File: config.mk
export PLATFORM = sky130hd
export DESIGN_NAME = uart_frame_receiver
export DESIGN_NICKNAME = d
export VERILOG_FILES = /design/src/rtl/uart_pkg.sv /design/src/rtl/uart_rx_sync.sv /design/src/rtl/uart_frame_receiver.sv
export SDC_FILE = /design/constraint.sdc
export NUM_CORES = 1
export LEC_CHECK = 0
export CAP_MARGIN = 10
export CORE_MARGIN = 2
export CORE_UTILIZATION = 55
export CTS_CLUSTER_DIAMETER = 30
export DETAILED_ROUTE_END_ITERATION = 12
export PLACE_DENSITY = 0.79
export SLEW_MARGIN = 20
export SYNTH_ARGS = -nofsm -noshare
export SYNTH_HDL_FRONTEND = slang
export SYNTH_SLANG_ARGS = --single-unit
File: constraint.sdc
create_clock -name clock -period 3.2 [get_ports clock]
set_clock_uncertainty 0.05 [all_clocks]
set_input_delay 0.64 -clock clock [delete_from_list [all_inputs] [get_ports clock]]
set_output_delay 0.64 -clock clock [all_outputs]
set_load 0.1 [all_outputs]
File: src/rtl/uart_pkg.sv
// ============================================================================
// uart_pkg : shared frame constants, receiver state encoding, parity helper.
// Revision : 1.0
// ============================================================================
`default_nettype none

package uart_pkg;

    localparam int   DATA_BITS = 8;
    localparam logic START_BIT = 1'b0;
    localparam logic STOP_BIT  = 1'b1;

    typedef enum logic [2:0] {
        ST_ARM    = 3'd0,
        ST_IDLE   = 3'd1,
        ST_START  = 3'd2,
        ST_DATA   = 3'd3,
        ST_PARITY = 3'd4,
        ST_STOP   = 3'd5
    } rx_state_t;

    // Parity bit the transmitter appends so that data ^ parity has odd weight.
    function automatic logic odd_parity(input logic [DATA_BITS-1:0] i_byte);
        return ~^i_byte;
    endfunction

endpackage

`default_nettype wire

File: src/rtl/uart_rx_sync.sv
// ============================================================================
// uart_rx_sync : two-flop synchroniser for the serial line, resets to idle (1).
// Revision     : 1.0
// ============================================================================
`default_nettype none

module uart_rx_sync (
    input  logic clock,
    input  logic reset,
    input  logic i_async,
    output logic o_sync
);

    logic [1:0] r_meta;

    always_ff @(posedge clock) begin
        if (!reset) begin
            r_meta <= 2'b11;
        end else begin
            r_meta <= {r_meta[0], i_async};
        end
    end

    assign o_sync = r_meta[1];

endmodule

`default_nettype wire

File: src/rtl/uart_frame_receiver.sv
// ============================================================================
// uart_frame_receiver : oversampling 8-O-1 UART receiver with a one-deep
//                       valid/ack holding register.
// Revision            : 1.0
// ============================================================================
`default_nettype none

module uart_frame_receiver
    import uart_pkg::*;
#(
    parameter int OVERSAMPLE = 16
) (
    input  logic                 clock,
    input  logic                 reset,
    input  logic                 rxd,
    input  logic                 data_ack,
    output logic [DATA_BITS-1:0] data_out,
    output logic                 data_valid,
    output logic                 parity_error,
    output logic                 framing_error,
    output logic                 overrun
);

    localparam int                TICK_W    = $clog2(OVERSAMPLE);
    localparam logic [TICK_W-1:0] TICK_LAST = TICK_W'(OVERSAMPLE - 1);
    localparam logic [TICK_W-1:0] TICK_MID  = TICK_W'(OVERSAMPLE / 2 - 1);
    localparam logic [2:0]        BIT_LAST  = 3'(DATA_BITS - 1);

    logic                 w_rs;
    logic                 w_tick_last;
    logic                 w_tick_mid;
    rx_state_t            r_state;
    logic [TICK_W-1:0]    r_tick;
    logic [2:0]           r_bit_idx;
    logic [DATA_BITS-1:0] r_shift;
    logic                 r_par;

    uart_rx_sync u_sync (
        .clock   (clock),
        .reset   (reset),
        .i_async (rxd),
        .o_sync  (w_rs)
    );

    assign w_tick_last = (r_tick == TICK_LAST);
    assign w_tick_mid  = (r_tick == TICK_MID);

    always_ff @(posedge clock) begin
        if (!reset) begin
            r_state       <= ST_ARM;
            r_tick        <= '0;
            r_bit_idx     <= '0;
            r_shift       <= '0;
            r_par         <= 1'b0;
            data_out      <= '0;
            data_valid    <= 1'b0;
            parity_error  <= 1'b0;
            framing_error <= 1'b0;
            overrun       <= 1'b0;
        end else begin
            framing_error <= 1'b0;
            overrun       <= 1'b0;
            if (data_valid && data_ack) begin
                data_valid <= 1'b0;
            end

            case (r_state)
                // Wait for a full bit period of idle line before trusting a start edge.
                ST_ARM: begin
                    if (w_rs != STOP_BIT) begin
                        r_tick <= '0;
                    end else if (w_tick_last) begin
                        r_tick  <= '0;
                        r_state <= ST_IDLE;
                    end else begin
                        r_tick <= r_tick + 1'b1;
                    end
                end
                ST_IDLE: begin
                    if (w_rs == START_BIT) begin
                        r_tick  <= '0;
                        r_state <= ST_START;
                    end
                end
                ST_START: begin
                    if (w_tick_mid) begin
                        r_tick <= '0;
                        if (w_rs == START_BIT) begin
                            r_bit_idx <= '0;
                            r_state   <= ST_DATA;
                        end else begin
                            r_state <= ST_IDLE;
                        end
                    end else begin
                        r_tick <= r_tick + 1'b1;
                    end
                end
                ST_DATA: begin
                    if (w_tick_last) begin
                        r_tick             <= '0;
                        r_shift[r_bit_idx] <= w_rs;
                        if (r_bit_idx == BIT_LAST) begin
                            r_state <= ST_PARITY;
                        end else begin
                            r_bit_idx <= r_bit_idx + 1'b1;
                        end
                    end else begin
                        r_tick <= r_tick + 1'b1;
                    end
                end
                ST_PARITY: begin
                    if (w_tick_last) begin
                        r_tick  <= '0;
                        r_par   <= w_rs;
                        r_state <= ST_STOP;
                    end else begin
                        r_tick <= r_tick + 1'b1;
                    end
                end
                ST_STOP: begin
                    if (w_tick_last) begin
                        r_tick <= '0;
                        if (w_rs == STOP_BIT) begin
                            r_state <= ST_IDLE;
                            // A same-cycle ack frees the holding register for the new byte.
                            if (!data_valid || data_ack) begin
                                data_out     <= r_shift;
                                parity_error <= (r_par != odd_parity(r_shift));
                                data_valid   <= 1'b1;
                            end else begin
                                overrun <= 1'b1;
                            end
                        end else begin
                            framing_error <= 1'b1;
                            r_state       <= ST_ARM;
                        end
                    end else begin
                        r_tick <= r_tick + 1'b1;
                    end
                end
                default: begin
                    r_tick  <= '0;
                    r_state <= ST_ARM;
                end
            endcase
        end
    end

endmodule

`default_nettype wire

# ---- Word level (Yosys, flattened, before mapping)
# Index checks and enable logic that the tools add are counted.
dict set report totals {
  memories 0
  regBits 33
  out_inout_bits 12
  ramBits 0
  elab_cells 80
  rom_bits 0
  latch_bits 0
  inputBits 4
}
dict set report classes {
  n_addsub 2
  n_eq_ne 19
  div_mod_pow 0
  bitwise 0
  mux 31
  multipliers 0
  n_lt_le_gt_ge 2
  n_shift 0
  reduce_logical 15
}
# op n
set ops {}
lappend ops {{two-way mux 3 bit} 12}
lappend ops {{!= test 2 bit, second input constant} 9}
lappend ops {{case mux 3 bit (6 select lines)} 1}
lappend ops {{two-way mux 4 bit} 4}
lappend ops {{case mux 4 bit (4 select lines)} 1}
lappend ops {{== test 3 bit, second input constant} 3}
lappend ops {{two-way mux 1 bit} 9}
lappend ops {{bitwise mux 8 bit} 1}
lappend ops {{AND reduction 4 bit} 2}
lappend ops {{AND reduction 8 bit} 1}
lappend ops {{XNOR reduction 8 bit} 1}
lappend ops {{== test 3 x 2 -> 1 bit, second input constant} 2}
lappend ops {{case mux 3 bit (2 select lines)} 1}
lappend ops {{AND reduction 5 bit} 1}
lappend ops {{adder 4 x 1 -> 4 bit, second input constant} 1}
lappend ops {{== test 4 x 3 -> 1 bit, second input constant} 1}
lappend ops {{== test 4 bit, second input constant} 1}
lappend ops {{less-than comparator 3 x 4 -> 1 bit, second input constant} 1}
lappend ops {{AND reduction 2 bit} 2}
lappend ops {{adder 3 x 1 -> 3 bit, second input constant} 1}
lappend ops {{demux 1 bit (select 3 bit)} 1}
lappend ops {{== test 3 x 1 -> 1 bit, second input constant} 1}
lappend ops {{>= comparator 3 x 1 -> 1 bit, second input constant} 1}
lappend ops {{zero test 3 bit} 1}
lappend ops {{other kinds (9)} 10}

# ---- Logic depth before layout (Yosys ltp)
dict set report logic_depth {
  depth_word 6
  ltp_mapped 7
  ltp_nobuf 7
}

# ---- Cells and area by module
# Synthesis repeated with hierarchy kept, for this count alone.
dict set report hier_totals {
  cells_unflattened 178
  area_unflattened_um2 1594.0
}
# mod seq_area_each_um2 cells_per_inst instances area_per_inst_um2
set modules_own_cells {}
lappend modules_own_cells {uart_frame_receiver 620.6 174 1 1541.5}
lappend modules_own_cells {uart_rx_sync 40.0 4 1 52.6}

# ---- Worst setup path after synthesis
# OpenSTA, ideal clock, no wires.
dict set report synth_timing {
  kind {register to register}
  start {reg data_valid}
  end {reg data_out[7]}
  setup_ps 129
  path_slack_ps 1396
  stages_incl_launch_ff 6
  t_arrival_ps 1625
  synth_period_minus_slack_ps 1804
  n_path_buf 1
  t_required_ps 3021
  cell_sequence {dfxtp_1 -> nor2b_1 -> nor3_2 -> buf_4 -> mux2i_1 -> nor2_1}
}
dict set report synth_between {
  elab_chain_len 3
}
# element line_no
set synth_rtl {}
lappend synth_rtl {{from (decl)} uart_frame_receiver.sv:18} ;# output logic data_valid,
lappend synth_rtl {{from (signal assigned)} uart_frame_receiver.sv:56} ;# data_valid <= 1'b0;
lappend synth_rtl {{from (signal assigned)} uart_frame_receiver.sv:64} ;# data_valid <= 1'b0;
lappend synth_rtl {{from (signal assigned)} uart_frame_receiver.sv:129} ;# data_valid <= 1'b1;
lappend synth_rtl {{zero test 1 bit} uart_frame_receiver.sv:126} ;# if (!data_valid || data_ack) begin
lappend synth_rtl {{logical OR 1 bit} uart_frame_receiver.sv:126}
lappend synth_rtl {{AND reduction 4 bit (no line)} --}
lappend synth_rtl {{to (signal assigned)} uart_frame_receiver.sv:127} ;# data_out <= r_shift;
lappend synth_rtl {{to (decl)} uart_frame_receiver.sv:17} ;# output logic [DATA_BITS-1:0] data_out,
# Every way passes these cells.
# A chain may end at the register's enable or synchronous reset.

# ---- Worst setup path after layout
dict set report layout_timing {
  start {reg r_bit_idx[1]}
  end {reg r_state[1]}
}
dict set report layout_between {
  elab_chain_len 3
}
# element line_no
set layout_rtl {}
lappend layout_rtl {{from (decl)} uart_frame_receiver.sv:34} ;# logic [2:0] r_bit_idx;
lappend layout_rtl {{from (signal assigned)} uart_frame_receiver.sv:105} ;# r_bit_idx <= r_bit_idx + 1'b1;
lappend layout_rtl {{== test 3 bit} uart_frame_receiver.sv:102} ;# if (r_bit_idx == BIT_LAST) begin
lappend layout_rtl {{!= test 2 bit (no line)} --}
lappend layout_rtl {{AND reduction 8 bit (no line)} --}
lappend layout_rtl {{to (signal assigned)} uart_frame_receiver.sv:103} ;# r_state <= ST_PARITY;
lappend layout_rtl {{to (signal assigned)} uart_frame_receiver.sv:115} ;# r_state <= ST_STOP;
lappend layout_rtl {{to (signal assigned)} uart_frame_receiver.sv:124} ;# r_state <= ST_IDLE;
lappend layout_rtl {{to (decl)} uart_frame_receiver.sv:32} ;# rx_state_t r_state;
# Every way passes these cells.

==> run metrics <==
vias in the first global route roughly 1,200; DP HPWL 2150 microns; Static Leak roughly 0.00073 uW; vias per cell 5.82; fillcell total 243; core area about 2800 sq um; post-synthesis register bit count 33; max_cap viols 0; Root Driver clkbuf_4; Final Hold Violating Endpoints 0; prevailing post-synth register cell dfxtp_1; CTS tree yes; cts bufs inserted 5; Detailed Route WL 3070 microns; Tmin final 2.01 ns; Nets 199; outcome finished, final reports clean; synthesized net count 188; syn avg cell area slightly above 9 sq um; first-pass GRT wire length 5170 microns; Max stage delay on crit path between 0.5 and 0.6 ns; clk sinks 33; synth warn 0; initial antenna violation count 0; CP Class flop to flop; Iteration-0 DRC Markers 34; fin. max-slew vios 0; Worst Hold End u_sync.r_meta[1]$_SDFF_PN1_; DR vias 1,303; FMAX 0.498 GHz; share of cells above drive strength 1 18.7%; Hold-fix buffers, CTS 0; Core Util, Final 65.5%; Initial Utilization 59.3%; Worst R2R Start r_bit_idx[1]$_SDFFE_PN0P_; antenna cells 0; synth top area cells dfxtp_1 (40%), mux2i_1 (11%), nor2_1 (6.3%); antenna-violating nets left 0; WP data required 3.36 ns; FF-to-FF End r_state[1]$_SDFFE_PN0P_; CP endpoint kind flop; Clk pin slew, worst setup/hold paths approximately 0.11 ns; Cell Area, Synth 1660 sq um; Worst Tran Pin Value 0.671 ns; post-synth cell types between 50 and 60; Async SR Flop Fraction 0%; Slowest-stage cell, CP dfxtp_1; count leader, synth dfxtp_1; grt total ovfl 0; post_cts resized 0; RSZ-0062 raised after global routing false; largest net degree at the start of global routing 29; Power Density 427 nW/um^2; Max-slew headroom between 50% and 60%; Reg2Reg Setup Slack 1.19 ns; IO buf count 15; HP Start u_sync.r_meta[0]$_SDFF_PN1_; Placer Congestion 0.872; Fin Hold WS 0.373 ns; Total Negative Setup Slacks 0 ns; Startpoint Class flop; placed standard-cell area 1750 sq um; die height about 60 microns; Avg WL per Cell 13.7 microns; Final Cell Area 1840 sq um; dominant cell type by area after synthesis dfxtp_1; DRT Pass-1 Iters 4; Hold Path Cell Cnt 1; R2R depth 7; Most Frequent Cell on Critical Path ha_1; Die Area 3480 sq um; Setup violations, final 0; Post-Syn Instances 181; hold crit path type flop to flop; clock buffer depth 2; top-area cell type share of the netlist area between 30% and 40%; num rows 19; Tcrit/Tclk final ~63%; total track usage about a fifth; H-tree depth reported by CTS 2; Ports 16; Die W 59.0 microns; crit-path max FO 10; synth cell count leaders dfxtp_1 (33), nor2_1 (28), mux2i_1 (19); Seq/Total Area, Yosys 39.7%; number of flops mapped to enable cells by yosys 0; Clk Latency, worst-skew pair 0.34 ns; Setup Buffers After CTS 0; Arr. time, crit path 2.16 ns; layout overhead on the synthesized area 10.5%; Final WS setup 1.19 ns; peak supply drop 0.354 mV; drc violations 0; crit-path cells ha_1 -> ha_1 -> nand2_1 -> a31oi_1 -> o311ai_2 -> o211ai_1 -> o21ai_0; pre-CTS setup slack 1.22 ns
[cells in the final DEF (no fill, tap or decap), types with 2 or more instances in the layout]
cell type	synthesis	layout
clkdlybuf4s50_1	0	3
nor3_1	4	4
a21oi_1	3	3
clkbuf_4	1	5
nor2_1	28	28
a31oi_1	4	4
nor3b_2	2	2
inv_1	3	3
and3_1	2	2
nand2b_1	2	2
xnor2_1	6	6
buf_4	1	13
nor3_2	2	2
nand3_1	5	5
dfxtp_1	33	33
nand4_1	3	3
nand3b_1	4	4
mux2i_1	19	19
o211ai_1	3	3
o21ai_0	4	4
ha_1	3	3
xor2_1	2	2
nand2_1	12	12
[cell type report]
type                    instances  area (sq um)  area share [%]
multi-input cells             132           911            49.6
flip-flops and latches         33           661            35.9
repair buffers                 16           128            6.94
clock buffers                   7          55.1            3.00
well taps                      31          38.8            2.11
clock inverters                 1          30.0            1.63
inverters                       4          15.0           0.817
[layer usage]
layer / GRT usage [%] / up-vias / wire length (microns)
met5: 0 / - / 0
li1: - / 653 / -
met2: 31.9 / 30 / 1460
met4: 12.0 / 0 / 63
met1: 24.0 / 613 / 1420
met3: 5.24 / 7 / 125
[power breakdown]
| group | internal, uW | switching, uW | leakage (uW) |
|---|---|---|---|
| combinational | 16.5 | 17.8 | 0.000418 |
| clock | 186 | 142 | 0.0000455 |
| sequential | 415 | 7.78 | 0.000267 |
[worst max-delay path by stage]
stage | from | end | slack [ns] | depth (start not counted)
2_1_floorplan | data_valid$_SDFF_PN0_ | data_out[7]$_SDFFE_PN0P_ | 1.40 | 5
3_3_place_gp | data_ack | data_out[1]$_SDFFE_PN0P_ | 1.28 | 6
3_5_place_dp | r_bit_idx[1]$_SDFFE_PN0P_ | r_state[1]$_SDFFE_PN0P_ | 1.22 | 7
4_1_cts | r_bit_idx[1]$_SDFFE_PN0P_ | r_state[1]$_SDFFE_PN0P_ | 1.20 | 7
5_1_grt | r_bit_idx[1]$_SDFFE_PN0P_ | r_state[1]$_SDFFE_PN0P_ | 0.99 | 7
6_report | r_bit_idx[1]$_SDFFE_PN0P_ | r_state[1]$_SDFFE_PN0P_ | 1.19 | 7
[worst max-delay path: cells and delay by family, from the launching register on]
| family | cells | cell delay [ns] |
|---|---|---|
| DFF | 1 | 0.56 |
| adders and majority gates | 2 | 0.41 |
| and+or+nand+nor | 1 | 0.07 |
| AOI/OAI and AO/OA | 4 | 0.78 |
[state kept, by name, indices dropped and copies added, names as in the netlist]
register and cells:
parity_error 1, r_bit_idx 3, data_out 8, r_state 3
u_sync.r_meta 2, r_shift 8, data_valid 1, r_par 1
r_tick 4, framing_error 1, overrun 1
[stage by stage]
step | power (uW) | cells
finish | 786 | 224
global route | 812 | 224
CTS | 789 | 224
detailed placement | 467 | 216
global placement | 465 | 216
floorplan | 458 | 181
[kinds of logic (layout without fill, tap and decap cells)]
family          count (synthesis)  in the layout  synth area share, %
fa+ha+maj                       3              3                 2.26
flops                          33             33                 39.7
xor+xnor                        8              8                 4.21
compound gates                 24             24                 10.5
simple gates                   78             78                 26.3
buf+inv                        16             28                 5.56
mux                            19             19                 11.4
Power figures use the tool's default switching activity.
